[src/rtl/unpacker_pkg.sv]
// rtl/unpacker_pkg.sv - shared types and default sizing for the bit-stream unpacker
package unpacker_pkg;

    localparam int DEF_BUF_BITS = 32;
    localparam int DEF_WIN_BITS = 16;
    localparam int DEF_CNT_W    = $clog2(DEF_BUF_BITS + 1);
    localparam int DEF_CB_W     = $clog2(DEF_WIN_BITS + 1);

    typedef enum logic [1:0] {
        ST_IDLE  = 2'd0,
        ST_FILL  = 2'd1,
        ST_DRAIN = 2'd2,
        ST_DONE  = 2'd3
    } state_e;

endpackage

[src/rtl/unpacker_bitbuf.sv]
// rtl/unpacker_bitbuf.sv - bit buffer with shift-merge datapath and masked look-ahead window
module unpacker_bitbuf
    import unpacker_pkg::*;
#(
    parameter int BUF_BITS = DEF_BUF_BITS,
    parameter int WIN_BITS = DEF_WIN_BITS,
    parameter int CNT_W    = $clog2(BUF_BITS + 1),
    parameter int K_W      = $clog2(WIN_BITS + 1)
) (
    input  logic                clk,
    input  logic                rst,
    input  logic                accept,
    input  logic [7:0]          packet_data,
    input  logic [K_W-1:0]      k,
    input  logic                flush_clr,
    output logic [WIN_BITS-1:0] window,
    output logic [CNT_W-1:0]    cnt,
    output logic [CNT_W-1:0]    cnt_next
);

    logic [BUF_BITS-1:0] buf_q, buf_d;
    logic [CNT_W-1:0]    cnt_q, cnt_d;
    logic [CNT_W-1:0]    k_ext;
    logic [CNT_W-1:0]    base;
    logic [WIN_BITS-1:0] mask;

    always_comb begin
        k_ext = CNT_W'(k);
        base  = cnt_q - k_ext;
        buf_d = buf_q >> k_ext;
        cnt_d = base;
        // The new byte lands directly above whatever survives this cycle's consume.
        if (accept) begin
            buf_d = buf_d | (BUF_BITS'(packet_data) << base);
            cnt_d = base + CNT_W'(8);
        end
        if (flush_clr) begin
            buf_d = '0;
            cnt_d = '0;
        end
    end

    always_comb begin
        mask = '0;
        for (int i = 0; i < WIN_BITS; i++) begin
            mask[i] = (CNT_W'(i) < cnt_q);
        end
    end

    always_ff @(posedge clk) begin
        if (rst) begin
            buf_q <= '0;
            cnt_q <= '0;
        end else begin
            buf_q <= buf_d;
            cnt_q <= cnt_d;
        end
    end

    assign window   = buf_q[WIN_BITS-1:0] & mask;
    assign cnt      = cnt_q;
    assign cnt_next = cnt_d;

endmodule

[src/rtl/unpacker.sv]
// rtl/unpacker.sv - receive-side unpacker: packet intake, stream FSM, consume legality
module unpacker
    import unpacker_pkg::*;
#(
    parameter int BUF_BITS = DEF_BUF_BITS,
    parameter int WIN_BITS = DEF_WIN_BITS
) (
    input  logic                               clk,
    input  logic                               rst,
    input  logic                               packet_valid,
    input  logic [7:0]                         packet_data,
    input  logic                               last_packet,
    output logic                               packet_ready,
    output logic [WIN_BITS-1:0]                window,
    output logic [$clog2(BUF_BITS+1)-1:0]      bit_count,
    input  logic                               consume,
    input  logic [$clog2(WIN_BITS+1)-1:0]      consume_bits,
    input  logic                               flush,
    output logic                               stream_done,
    output logic                               proto_err
);

    localparam int CNT_W = $clog2(BUF_BITS + 1);
    localparam int K_W   = $clog2(WIN_BITS + 1);

    state_e           state_q, state_d;
    logic             proto_err_q, proto_err_d;
    logic [CNT_W-1:0] cnt;
    logic [CNT_W-1:0] cnt_next;
    logic [K_W-1:0]   k;
    logic             legal;
    logic             flush_eff;
    logic             accept;

    always_comb begin
        legal        = (CNT_W'(consume_bits) <= cnt) && (consume_bits <= K_W'(WIN_BITS));
        flush_eff    = flush && ((state_q == ST_FILL) || (state_q == ST_DRAIN));
        // Readiness looks only at the current fill level, never at this cycle's consume.
        packet_ready = ((state_q == ST_IDLE) || (state_q == ST_FILL)) &&
                       (cnt <= CNT_W'(BUF_BITS - 8));
        accept       = packet_valid && packet_ready && !flush_eff;
        k            = (consume && legal && !flush_eff) ? consume_bits : '0;
        proto_err_d  = proto_err_q | (consume && !legal);
    end

    always_comb begin
        state_d = state_q;
        case (state_q)
            ST_IDLE: begin
                if (accept) state_d = last_packet ? ST_DRAIN : ST_FILL;
            end
            ST_FILL: begin
                if (flush)                      state_d = ST_DONE;
                else if (accept && last_packet) state_d = ST_DRAIN;
            end
            ST_DRAIN: begin
                if (flush || (cnt_next == '0)) state_d = ST_DONE;
            end
            default: state_d = ST_IDLE;
        endcase
    end

    always_ff @(posedge clk) begin
        if (rst) begin
            state_q     <= ST_IDLE;
            proto_err_q <= 1'b0;
        end else begin
            state_q     <= state_d;
            proto_err_q <= proto_err_d;
        end
    end

    unpacker_bitbuf #(
        .BUF_BITS(BUF_BITS),
        .WIN_BITS(WIN_BITS),
        .CNT_W   (CNT_W),
        .K_W     (K_W)
    ) u_bitbuf (
        .clk        (clk),
        .rst        (rst),
        .accept     (accept),
        .packet_data(packet_data),
        .k          (k),
        .flush_clr  (flush_eff),
        .window     (window),
        .cnt        (cnt),
        .cnt_next   (cnt_next)
    );

    assign bit_count   = cnt;
    assign stream_done = (state_q == ST_DONE);
    assign proto_err   = proto_err_q;

endmodule

[config.mk]
export PLATFORM = sky130hd
export DESIGN_NAME = unpacker
export DESIGN_NICKNAME = d
export VERILOG_FILES = /design/src/rtl/unpacker_pkg.sv /design/src/rtl/unpacker_bitbuf.sv /design/src/rtl/unpacker.sv
export SDC_FILE = /design/constraint.sdc
export NUM_CORES = 1
export LEC_CHECK = 0
export ABC_AREA = 1
export BUFFER_PORTS_ARGS = -buffer_cell sky130_fd_sc_hd__buf_2
export CORE_ASPECT_RATIO = 2
export CORE_MARGIN = 5
export CORE_UTILIZATION = 45
export CTS_BUF_LIST = sky130_fd_sc_hd__clkbuf_4 sky130_fd_sc_hd__clkbuf_8
export DETAILED_ROUTE_END_ITERATION = 12
export PLACE_DENSITY_LB_ADDON = 0.2
export SKIP_CTS_REPAIR_TIMING = 1
export SLEW_MARGIN = 20
export SYNTH_ARGS = -nofsm -noshare
export SYNTH_HDL_FRONTEND = slang
export SYNTH_SLANG_ARGS = --single-unit
[constraint.sdc]
create_clock -name clk -period 4.9 [get_ports clk]
set_input_delay 0.98 -clock clk [delete_from_list [all_inputs] [get_ports clk]]
set_output_delay 0.98 -clock clk [all_outputs]
set_load 0.1 [all_outputs]
==> metrics.cfg <==
[run_status]
status=completed

[job]
maxCapViolations=0

[yosys]
yosys-top-cells-area=nand3_1 (20%), nand2_1 (20%), dfxtp_1 (18%)
synth-seq-cells=41
synth-edff-count=0
synth-async-reset-ratio=0
yosysUniqueCellTypes=46
yosysWarnings=0
synthesis.nets=833
ys.flop_type=dfxtp_1
avgSynthCellArea_um2=5.729
postSynthCellCount=798
yosysSeqAreaShare=0.1795
syn_area_um2=4572
yosysTopAreaCell=nand3_1
yosysTopAreaCellShare=0.1992

[route]
drtIter0Drc=415
remaining_drc_errors=0
drtAntennaViolNets=0
first_pass_iters=5
avgRoutedWirePerCell_um=16.49
vias=5471
via_per_inst=5.693
wirelength_um=15850

[global_routing]
track_usage=0.2604
grt_max_degree=39
grt.overflow.total=0
grt_pass1_vias=5232
grt_pass1_wl_um=25270
antenna_found_initial=0

[cts]
cts_buffers=5
clk_latency_ns=0.32
clockBufferDepth=2
clkTransAtPathRegs_ns=0.08
root_buffer=clkbuf_8
cts_sinks=41
cts_tree=built
htreeDepth=2

[layout]
register_area_um2=822.0
mostFrequentLayoutCells=nand2_1 (241), nand3_1 (182), inv_1 (87), nor2_1 (44), buf_2 (43)
nets=861
nFillCells=1149
drive_gt1_frac=0.1320
multiInputGateArea_um2=3151
num_antenna_cells=0
syn_to_final_growth_pct=8.183
mostFrequentLayoutCell=nand2_1

[setup_path]
start_kind=input pin
cp-end-kind=register
crit_fanout=5
cp.required_ns=5.10
crit_arrival_ns=4.43
path_class=in -> reg

[place]
portBuffers=43
place_congestion=0.9499
dp_hpwl_um=12660
detailedPlace.worstSlack_ns=0.3479

[sta]
rsz0062_at_grt=no
tightest_slew_ns=0.8642
finalWorstSetupSlack_ns=0.6725
setup_viol=0
max_freq_mhz=236.5
fin_crit_sh=0.8628
final_max_slew_viol_count=0
setup_tns_ns=0
min_period_ns=4.228
relSlewSlack=0.4225
finClkSkew_ns=0.01337
hold_ws_ns=0.4666
final_hold_viol_count=0

[power_and_ir_drop]
p_leak_nw=2.564
vdd_drop_max_uv=516.6
p_per_area_nw_per_um2=645.1

[floorplanning]
num_rows=52
die_h_um=152.5
initial_utilization=0.4563
pin_count=44
die_x_um=81.28
die_area_um2=12400
core-area_um2=10020

[min_path]
min_path_type=reg -> reg

sequential cells by signal, indices dropped and copies added, names as in the netlist:
signal          flops
state_q             2
proto_err           1
u_bitbuf.buf_q     32
u_bitbuf.cnt        6
Yosys cell counts (all sizes together) (2+ instances only):
cell and n:
o21a 2, inv 97, mux2i 2, a21oi 34, nand4 6, o211ai 7
nand2 248, a31oi 3, nor3 2, xor2 3, o21ai 41, clkbuf 8
nor2 52, dfxtp 41, ha 15, buf 29, a211oi 3, nand3 195
stage by stage:
| step | utilization | std cells | area (um^2) | power (mW) |
|---|---|---|---|---|
| 2_1_floorplan | - | 798 | 4573 | 2.319 |
| 3_3_place_gp | 0.4833 | 954 | 4842 | 2.870 |
| 3_5_place_dp | 0.4833 | 954 | 4842 | 2.892 |
| 4_1_cts | 0.4936 | 961 | 4946 | 3.174 |
| 5_1_grt | 0.4936 | 961 | 4946 | 3.441 |
| 6_report | 0.4936 | 961 | 4946 | 3.191 |
critical path, stage by stage:
cell and delay [ns]:
buf_2 0.12, ha_1 0.30, nand2_1 0.09, nor2_2 0.14, nand3_1 0.11, nand2_2 0.12
nand3_4 0.16, nor2_8 0.13, ha_1 0.14, inv_1 0.06, fa_1 0.39, a21oi_1 0.16
o21ai_0 0.11, xnor2_1 0.23, inv_1 0.09, ha_1 0.22, a21oi_1 0.15, o21ai_0 0.20
nand3_1 0.15, nand3_2 0.12, a21oi_1 0.17, nor2_1 0.07
final cells by class:
type / instances / share of cell area
clock inverter: 2 / 0.007083
sequential: 41 / 0.1662
multi-input combinational: 622 / 0.6370
inverter: 98 / 0.07539
timing repair buffer: 58 / 0.06628
clock buffer: 5 / 0.01391
tap: 135 / 0.03415
path summary, 6_finish.rpt:
| kind | from | end | slack [ns] | cells after the start |
|---|---|---|---|---|
| setup / recovery | consume_bits[3] | state_q[1] | 0.67 | 22 |
| hold reg to reg | proto_err | proto_err | 0.47 | 2 |
| hold / removal | proto_err | proto_err | 0.47 | 2 |
| setup reg to reg | state_q[0] | state_q[1] | 0.77 | 21 |
report_power, final:
group | total (mW) | internal, mW | switching, mW
clock network | 0.281 | 0.148 | 0.133
registers | 0.513 | 0.439 | 0.0737
logic | 2.40 | 0.650 | 1.75
total | 3.19 | 1.24 | 1.95
layer usage:
layer  global-route usage  wire (um)  part of all wire  vias to the layer above
met3              0.02485        733             0.046                       74
met1               0.2679       5430              0.34                     2480
li1                     -          -                 -                     2671
met2               0.4572       8394              0.53                      246
met4               0.2055       1293             0.082                        0
met5                    0          0                 0                        -
kinds of logic after synthesis:
| kind of cell | Yosys count | synth area share |
|---|---|---|
| buf+inv | 135 | 0.1314 |
| mux | 2 | 0.004379 |
| simple gates | 506 | 0.5112 |
| compound gates | 94 | 0.1163 |
| xor+xnor | 4 | 0.01177 |
| flops | 41 | 0.1795 |
| fa+ha+maj | 16 | 0.04543 |
No activity file was read; power rests on OpenSTA's default activity.
